## src/rtl/adc_decimator.sv

```systemverilog
// ADC stream decimator: keeps 1 of every D samples, frames kept samples with tlast, buffers into a FWFT FIFO.
// Define ADC_DECIM_DROP_CNT_EN to add the saturating drop_count output.
module adc_decimator #(
    parameter int unsigned DATA_W     = 32,
    parameter int unsigned FIFO_DEPTH = 16,
    parameter int unsigned CNT_W      = 16
) (
    input  logic              aclk,
    input  logic              aresetn,
    input  logic              ul_en,
    input  logic [CNT_W-1:0]  decim_cycles,
    input  logic [CNT_W-1:0]  frame_len,
    input  logic [DATA_W-1:0] s_axis_tdata,
    input  logic              s_axis_tvalid,
    output logic              s_axis_tready,
    output logic [DATA_W-1:0] m_axis_tdata,
    output logic              m_axis_tvalid,
    input  logic              m_axis_tready,
    output logic              m_axis_tlast,
`ifdef ADC_DECIM_DROP_CNT_EN
    output logic [15:0]       drop_count,
`endif
    output logic              overflow
);

    localparam int unsigned AW = (FIFO_DEPTH > 1) ? $clog2(FIFO_DEPTH) : 1;
    localparam int unsigned CW = AW + 1;
    localparam logic [CW-1:0] FULL = CW'(FIFO_DEPTH);

    logic              ul_en_q;
    logic [CNT_W-1:0]  ph;
    logic [CNT_W-1:0]  d_lat;
    logic [CNT_W-1:0]  fc;
    logic [AW-1:0]     wr_ptr;
    logic [AW-1:0]     rd_ptr;
    logic [CW-1:0]     count;
    logic [DATA_W:0]   mem [FIFO_DEPTH];
    logic              out_valid;
    logic              out_last;
    logic [DATA_W-1:0] out_data;
    logic              ovf;

    logic              proc;
    logic              ul_rise;
    logic [CNT_W-1:0]  d_in;
    logic [CNT_W-1:0]  d_eff;
    logic              keep;
    logic              tag_last;
    logic              pop;
    logic              push;
    logic              drop;
    logic [AW-1:0]     rd_ptr_nxt;
    logic [CW-1:0]     count_nxt;
    logic              head_from_in;

    assign s_axis_tready = aresetn;
    assign m_axis_tvalid = out_valid;
    assign m_axis_tdata  = out_data;
    assign m_axis_tlast  = out_last;
    assign overflow      = ovf;

    always_comb begin
        proc       = s_axis_tvalid && s_axis_tready && ul_en;
        ul_rise    = ul_en && !ul_en_q;
        d_in       = (decim_cycles == '0) ? CNT_W'(1) : decim_cycles;
        // The period length in force is the one captured at ph == 0
        d_eff      = (ph == '0) ? d_in : d_lat;
        keep       = proc && (ph == '0);
        tag_last   = (frame_len != '0) && (fc >= frame_len - CNT_W'(1));
        pop        = out_valid && m_axis_tready;
        push       = keep && ((count != FULL) || pop);
        drop       = keep && !push;
        rd_ptr_nxt = pop ? rd_ptr + AW'(1) : rd_ptr;
        count_nxt  = count + CW'(push) - CW'(pop);
        // New sample lands straight in the output register when nothing else is queued ahead of it
        head_from_in = push && ((count - CW'(pop)) == '0);
    end

    always_ff @(posedge aclk or negedge aresetn) begin
        if (!aresetn) begin
            ul_en_q <= 1'b0;
            ph      <= '0;
            d_lat   <= '0;
            fc      <= '0;
        end else begin
            ul_en_q <= ul_en;
            if (!ul_en) begin
                ph <= '0;
                fc <= '0;
            end else if (proc) begin
                ph <= (ph == d_eff - CNT_W'(1)) ? '0 : ph + CNT_W'(1);
                if (ph == '0)
                    d_lat <= d_in;
                if (keep)
                    fc <= tag_last ? '0 : fc + CNT_W'(1);
            end
        end
    end

    always_ff @(posedge aclk) begin
        if (push)
            mem[wr_ptr] <= {tag_last, s_axis_tdata};
    end

    always_ff @(posedge aclk or negedge aresetn) begin
        if (!aresetn) begin
            wr_ptr    <= '0;
            rd_ptr    <= '0;
            count     <= '0;
            out_valid <= 1'b0;
            out_data  <= '0;
            out_last  <= 1'b0;
        end else begin
            if (push)
                wr_ptr <= wr_ptr + AW'(1);
            rd_ptr    <= rd_ptr_nxt;
            count     <= count_nxt;
            out_valid <= (count_nxt != '0);
            if (head_from_in) begin
                out_data <= s_axis_tdata;
                out_last <= tag_last;
            end else if (count_nxt != '0) begin
                out_data <= mem[rd_ptr_nxt][DATA_W-1:0];
                out_last <= mem[rd_ptr_nxt][DATA_W];
            end
        end
    end

    always_ff @(posedge aclk or negedge aresetn) begin
        if (!aresetn)
            ovf <= 1'b0;
        else
            ovf <= (ovf && !ul_rise) || drop;
    end

`ifdef ADC_DECIM_DROP_CNT_EN
    logic [15:0] drop_base;
    assign drop_base = ul_rise ? '0 : drop_count;

    always_ff @(posedge aclk or negedge aresetn) begin
        if (!aresetn)
            drop_count <= '0;
        else if (drop && (drop_base != '1))
            drop_count <= drop_base + 16'd1;
        else
            drop_count <= drop_base;
    end
`endif

endmodule

```

## config.mk

```make
export PLATFORM = sky130hd
export DESIGN_NAME = adc_decimator
export DESIGN_NICKNAME = d
export VERILOG_FILES = /design/src/rtl/adc_decimator.sv
export SDC_FILE = /design/constraint.sdc
export NUM_CORES = 1
export LEC_CHECK = 0
export BUFFER_PORTS_ARGS = -buffer_cell sky130_fd_sc_hd__buf_2
export CAP_MARGIN = 25
export CORE_ASPECT_RATIO = 0.5
export CORE_MARGIN = 2
export CORE_UTILIZATION = 59
export DETAILED_ROUTE_END_ITERATION = 8
export PLACE_DENSITY = 0.83
export SYNTH_ARGS = -nofsm -noshare
export SYNTH_HDL_FRONTEND = slang
export SYNTH_SLANG_ARGS = --single-unit
```

## constraint.sdc

```tcl
create_clock -name aclk -period 6 [get_ports aclk]
set_clock_uncertainty 0.15 [all_clocks]
set_input_delay 0.6 -clock aclk [delete_from_list [all_inputs] [get_ports aclk]]
set_output_delay 0.6 -clock aclk [all_outputs]
set_load 0.05 [all_outputs]
```

==> flow_summary.yaml, run 1 <==
timing:
  setup_viol: 0
  slew_headroom_pct: 30.9
  finalCriticalPeriod_ns: 5.60
  tightest_slew_ns: 1.04
  fin_tns_setup_ns: 0
  setup_ws_ns: 0.396
  period_share_pct: 93.4
  rsz0062_at_grt: "false"
  final-hold-violation-count: 0
  max_freq_mhz: 178
  maxSlewViolCount: 0
yosys:
  synth.area.mux_share_pct: 13.1
  syn_area_sq_mm: 0.0268
  synth_edf_count: 528
  synth.top_cell.area_share_pct: 59.3
  yosys_warnings: 0
  synthXorXnorAreaFrac_pct: 1.54
  synth-main-ff-cell: "edfxtp_1"
  avgSynthCellArea_sq_um: 15.7
  synth_cell_type_count: 76
  synth_top_family_by_area: "multiplexers"
  yosys.area_share.simple_pct: 8.96
  syn_inst: 1704
  async_flop_share_pct: 15.5
  synth-compound-area-share_pct: 4.46
  synth-seq-cells: 625
  yosysSeqAreaShare_pct: 68.3
  synth_adder_area_share_pct: 1.71
  syn_nets: 1809
  synth_area_leaders: "edfxtp_1 (59%), mux4_2 (11%), dfrtp_1 (9.1%)"
  synth.largest_area_cell: "edfxtp_1"
worst_setup_path:
  worstPathCellList: "inv_1, ha_1, nor4b_2, and4_1, and3_1, inv_1, ha_1, inv_1, ha_1, inv_1, fa_1, nor2_1, nor2_1, nor2_1, nor2_1, xnor2_1, nor2_1, or4b_2, buf_4, mux2_2, o21ai_0"
  reg2reg_to: "m_axis_tdata[21]"
  arrival_ns: 5.95
  critPathSlowestCell: "or4b_2"
  end_kind: "flip-flop"
  start_kind: "flip-flop"
  reg2reg_depth: 21
  worstSetupStartpoint: "ph[0]"
  cp_max_fo: 13
  required_ns: 6.35
  r2r-start: "ph[0]"
  reg2reg_slack_ns: 0.40
  crit_path_max_incr_delay_ns: 0.95
  path_class: "reg2reg"
  cp_common_cell: "nor2_1"
pwr:
  p_int_mw: 9.03
  power_density_mw_per_mm2: 477
  switching_share_pct: 36.5
  power.switching_mw: 5.18
  p_clk_share_pct: 23.7
  pwr-share-seq_pct: 36.9
  total_power_mw: 14.2
  vdd_drop_max_mv: 0.597
  pwr-share-comb_pct: 39.4
  power_leakage_nw: 10.6
cells_and_area:
  layout-drive-gt1-share_pct: 21.8
  fin_nets: 1923
  fin_area_sq_mm: 0.0298
  syn_to_final_growth_pct: 11.4
placed_design:
  dpl_cell_area_sq_mm: 0.0281
  place_hpwl_microns: 35600
  place_congestion: 0.911
  place_ws_ns: 0.600
  io_buffers: 104
global_route:
  grt_max_degree: 111
  grt_pass1_vias: 16700
  grt_pass1_wl_microns: 101000
  antenna_found_initial: 2
  gr-total-overflow: 0
  track_usage_pct: 28.6
floorplan:
  coreArea_sq_mm: 0.0450
  die_area_sq_mm: 0.0472
  die_h_microns: 155
  rows: 55
  start_util_pct: 59.5
  die_x_microns: 305
  num_io_pins: 105
status:
  status: "complete, no violations"
routing:
  routedWlPerCell_microns: 27.0
  viasPerCell: 6.61
  drt-initial-drc-count: 2448
  vias: 16300
  drtPass1Iterations: 5
  drt-total-wl_microns: 66400
  drc: 0
  ant_nets: 0
cts:
  cts_sinks: 625
  cts_max_level: 2
  cts_root_buf: "clkbuf_16"
  cts_max_path_buffers: 3
  cts_buffers: 52
  cts.clk_slew.worst_paths_ns: 0.07
  cts_tree: "built"
  clock_latency_ns: 0.62
flow_run:
  maxCapViolations: 0
worst_hold_path:
  hold_class: "in2reg"
  hold_path_end: "d_lat[10]"
  min-delay-start: "decim_cycles[10]"
  hold_depth: 3
## stage by stage
| stage | hold WS [ns] | cells | utilization, % |
|---|---|---|---|
| final | 0.103 | 2461 | 66.2 |
| after global routing | 0.0958 | 2461 | 66.2 |
| after global placement | 0.309 | 2358 | 62.5 |
| after floorplan | 0.154 | 1704 | - |
| after CTS | 0.0833 | 2459 | 66.2 |
| after detailed placement | 0.317 | 2360 | 62.5 |
## critical path, delay by kind of cell, from the launching register on
kind            cells  cell delay (ns)
compound gates      1             0.22
flops               1             0.49
mux                 1             0.30
xor+xnor            1             0.13
fa+ha+maj           4             1.02
buf+inv             5             0.67
simple gates        9             2.50
## cells in the final DEF, fill, tap and decap left out, drive strengths merged, types with 11 or more instances in the layout
| master | n |
|---|---|
| nand4 | 12 |
| xnor2 | 26 |
| ha | 35 |
| clkbuf | 77 |
| xor2 | 21 |
| edfxtp | 528 |
| a31oi | 36 |
| dfrtp | 97 |
| inv | 33 |
| nand2b | 11 |
| nor4 | 13 |
| mux4 | 132 |
| mux2i | 46 |
| nand3 | 31 |
| clkinv | 15 |
| nor2 | 56 |
| nand2 | 266 |
| a21oi | 15 |
| o21ai | 68 |
| and3 | 43 |
| nor3 | 26 |
| buf | 145 |
## routing by layer
layer | up-vias | part of all wire, % | track usage (%)
met5 | - | 0 | 0
met4 | 0 | 3.7 | 11.7
li1 | 6806 | - | -
met1 | 8154 | 37 | 38.0
met3 | 220 | 11 | 5.43
met2 | 1098 | 49 | 47.4
## timing repair
item / 4_1_cts / 5_1_grt
resized for setup: 0 / 0
setup buffers: 0 / 0
hold endpoints to repair: 33 / 0
hold buffers: 1 / 0
## cell type report
type                            count  area [sq um]
Sequential cell                   625         18300
Fill cell                        2812         15200
Clock buffer                       77          1450
Multi-Input combinational cell    962          8130
Timing Repair Buffer              146           883
Tap cell                          598           748
Antenna cell                        1          2.50
Clock inverter                     21           194
Inverter                           31           116
## flip-flops by register name (all words and copies together), names as in the netlist
| register | count |
|---|---|
| mem | 528 |
| m_axis_tdata | 32 |
| d_lat | 16 |
| fc | 16 |
| ph | 16 |
| count | 5 |
| rd_ptr | 4 |
| wr_ptr | 4 |
| m_axis_tlast | 1 |
| m_axis_tvalid | 1 |
| overflow | 1 |
| ul_en_q | 1 |
## cell usage after synthesis, types with 4 or more instances
cell	instances
a21o_1	9
a21oi_1	15
a311oi_1	6
a31oi_1	36
and2_1	7
and3_1	41
buf_2	13
buf_4	4
clkbuf_1	62
dfrtp_1	97
edfxtp_1	528
ha_1	35
inv_1	31
mux2_2	6
mux2i_1	46
mux4_2	132
nand2_1	266
nand2b_1	11
nand3_1	31
nand4_1	11
nor2_1	56
nor2b_1	7
nor3_1	25
nor4_1	11
o21a_1	6
o21ai_0	66
o31ai_1	10
or2_2	7
or3_1	7
xnor2_1	26
xor2_1	21
## power groups by stage
| stage | Combinational, mW | Sequential (mW) | Clock, mW |
|---|---|---|---|
| after floorplan | 3.64 | 5.64 | 0 |
| after global placement | 5.17 | 5.31 | 0 |
| after detailed placement | 5.38 | 5.32 | 0 |
| after CTS | 5.57 | 5.24 | 3.38 |
| after global routing | 5.96 | 5.26 | 3.53 |
| final | 5.60 | 5.24 | 3.36 |
## worst max-delay path by stage
| stage | depth (start not counted) | slack (ns) | end |
|---|---|---|---|
| after CTS | 21 | 0.48 | m_axis_tdata[8] |
| after global routing | 21 | 0.08 | m_axis_tdata[21] |
| after floorplan | 22 | 1.12 | m_axis_tdata[23] |
| final | 21 | 0.40 | m_axis_tdata[21] |
| after global placement | 21 | 0.80 | m_axis_tdata[21] |
| after detailed placement | 21 | 0.60 | m_axis_tdata[8] |
## cell families after synthesis
logic type	count (synthesis)
compound gates	186
xor+xnor	47
fa+ha+maj	36
buf+inv	117
flops	625
mux	184
simple gates	509
(Power assumes the default switching activity.)
==> run 2: changes to the inputs <==
--- a/config.mk
+++ b/config.mk
@@ -7,7 +7,6 @@
 export LEC_CHECK = 0
 export BUFFER_PORTS_ARGS = -buffer_cell sky130_fd_sc_hd__buf_2
 export CAP_MARGIN = 25
-export CORE_ASPECT_RATIO = 0.5
 export CORE_MARGIN = 2
 export CORE_UTILIZATION = 59
 export DETAILED_ROUTE_END_ITERATION = 8
==> constraint.sdc (replaced) <==
create_clock -name aclk -period 5.7 [get_ports aclk]
set_clock_uncertainty 0.15 [all_clocks]
set_input_delay 0.57 -clock aclk [delete_from_list [all_inputs] [get_ports aclk]]
set_output_delay 0.57 -clock aclk [all_outputs]
set_load 0.05 [all_outputs]
==> run 2 against run 1 <==
Non-clock buffer count grew 1. Core utilization rose by 0.46 points. Critical endpoint is now m_axis_tdata[0]. Total power rose by 7.4%. Sequential power is 5.5% higher. Largest power group unchanged.
==> flow_summary.yaml, run 2 (synthesis gave the netlist of run 1 again) <==
pwr:
  vdd_drop_max_mv: 0.510
  pwr-share-seq_pct: 36.3
  switching_share_pct: 35.3
  total_power_mw: 15.3
  p_int_mw: 9.87
  power.switching_mw: 5.39
  p_clk_share_pct: 25.7
  power_density_mw_per_mm2: 507
  power_leakage_nw: 10.7
  pwr-share-comb_pct: 38.1
worst_setup_path:
  worstPathCellList: "inv_1, ha_1, nor4b_2, and4_1, and3_1, inv_1, ha_1, inv_1, ha_1, inv_1, fa_1, nor2_1, nor2_1, nor2_1, nor2_1, xnor2_1, nor2_1, or4b_2, buf_4, mux2i_1, o21ai_0"
  required_ns: 6.08
  cp_common_cell: "nor2_1"
  end_kind: "flip-flop"
  critPathSlowestCell: "or4b_2"
  path_class: "reg2reg"
  start_kind: "flip-flop"
  cpLargestDelayFamily: "simple AND/OR/NAND/NOR gates"
  path_buf_inv: 5
  arrival_ns: 5.46
  cp_max_fo: 14
  crit_path_max_incr_delay_ns: 0.92
cts:
  clock_latency_ns: 0.64
  cts_buffers: 60
  cts_tree: "built"
  cts_max_level: 2
  cts.clk_slew.worst_paths_ns: 0.06
  cts_root_buf: "clkbuf_16"
  cts_setup_buffers: 0
  cts_resized: 0
  cts_max_path_buffers: 3
  cts_sinks: 625
timing:
  setup_viol: 0
  maxSlewViolCount: 0
  period_share_pct: 89.0
  max_freq_mhz: 197
  final-hold-violation-count: 0
  tightest_slew_ns: 1.05
  slew_headroom_pct: 28.8
  rsz0062_at_grt: "false"
  finalCriticalPeriod_ns: 5.08
  fin_tns_setup_ns: 0
cells_and_area:
  syn_to_final_growth_pct: 12.4
  regArea_sq_mm: 0.0183
  mostFrequentLayoutCells: "edfxtp_1 (528), nand2_1 (266), mux4_2 (132)"
  fin_nets: 1932
  regMostFlops: "mem"
  final_common_cell: "edfxtp_1"
  num-fill-cells: 2934
  largest_reg_flops: 528
  multi_input_area_sq_mm: 0.00813
  layout-drive-gt1-share_pct: 22.0
global_route:
  antenna_found_initial: 5
  met3_usage_pct: 5.12
  grt_pass1_wl_microns: 101000
  track_usage_pct: 28.9
  gr-total-overflow: 0
  busiest_layer: "met2"
  grt_pass1_vias: 16600
  grtUsageMet1_pct: 37.8
  use_met2_pct: 48.1
  grt_max_degree: 90
routing:
  vias: 16200
  drt-initial-drc-count: 2152
  routedWlPerCell_microns: 27.0
  drt-total-wl_microns: 66900
  drc: 0
  ant_nets: 0
  drtPass1Iterations: 7
  viasPerCell: 6.53
flow_run:
  maxCapViolations: 0
floorplan:
  die_area_sq_mm: 0.0471
  start_util_pct: 59.3
  num_io_pins: 105
  coreArea_sq_mm: 0.0451
  die_x_microns: 217
  rows: 78
  die_h_microns: 217
placed_design:
  io_buffers: 104
  place_congestion: 0.894
  place_hpwl_microns: 36600
worst_hold_path:
  hold_class: "in2reg"
status:
  status: "complete, no violations"
run 2: path summary, 6_finish.rpt:
| check | slack (ns) | cells past startpoint | from | to |
|---|---|---|---|---|
| max in group asynchronous | 3.49 | 4 | aresetn | ph[13] |
| min in group asynchronous | 0.47 | 3 | aresetn | fc[7] |
| worst min-delay path | 0.05 | 1 | ul_en | ul_en_q |
| worst min register to register | 0.33 | 2 | ul_en_q | overflow |
| worst max register to register | 0.62 | 21 | ph[0] | m_axis_tdata[0] |
| worst max-delay path | 0.62 | 21 | ph[0] | m_axis_tdata[0] |
run 2: through the flow:
stage | util, % | instance area, sq um | worst slack, ns | hold WS [ns] | cells
after detailed placement | 62.4 | 28100 | 0.652 | 0.317 | 2364
after global routing | 66.7 | 30100 | 0.293 | 0.0349 | 2481
after global placement | 62.4 | 28100 | 0.787 | 0.315 | 2363
after CTS | 66.7 | 30100 | 0.596 | 0.0194 | 2477
final | 66.7 | 30100 | 0.625 | 0.0547 | 2481
after floorplan | - | 26800 | 0.823 | 0.124 | 1704
run 2: repair_timing:
| action | CTS | global route |
|---|---|---|
| hold buffers | 1 | 0 |
| endpoints found under the hold margin | 39 | 0 |
| setup endpoints to repair | 0 | 0 |
run 2: final cells by class:
| class | instances | share of cell area, % |
|---|---|---|
| flip-flops and latches | 625 | 60.8 |
| well taps | 600 | 2.50 |
| inverters | 31 | 0.387 |
| diodes | 4 | 0.0333 |
| clock inverters | 26 | 0.820 |
| clock buffers | 86 | 5.55 |
| repair buffers | 147 | 2.86 |
| multi-input cells | 962 | 27.0 |
run 2: layer usage:
metal | wire length [microns] | vias up
li1 | - | 6824
met1 | 24700 | 8197
met2 | 33700 | 978
met3 | 5880 | 196
met4 | 2630 | 2
met5 | 16 | -
run 2: worst register-to-register path: stages, from the launching register on:
cell	delay [ns]
dfrtp_1	0.47
inv_1	0.10
ha_1	0.14
nor4b_2	0.39
and4_1	0.30
and3_1	0.19
inv_1	0.05
ha_1	0.29
inv_1	0.06
ha_1	0.15
inv_1	0.06
fa_1	0.42
nor2_1	0.10
nor2_1	0.05
nor2_1	0.08
nor2_1	0.05
xnor2_1	0.14
nor2_1	0.11
or4b_2	0.92
buf_4	0.38
mux2i_1	0.18
o21ai_0	0.23
run 2: power groups by stage:
stage / logic, mW / registers (mW) / clock network [mW]
floorplan: 3.83 / 5.93 / 0
global placement: 5.44 / 5.60 / 0
detailed placement: 5.65 / 5.60 / 0
CTS: 5.81 / 5.53 / 3.94
global route: 6.19 / 5.55 / 4.11
finish: 5.81 / 5.53 / 3.92
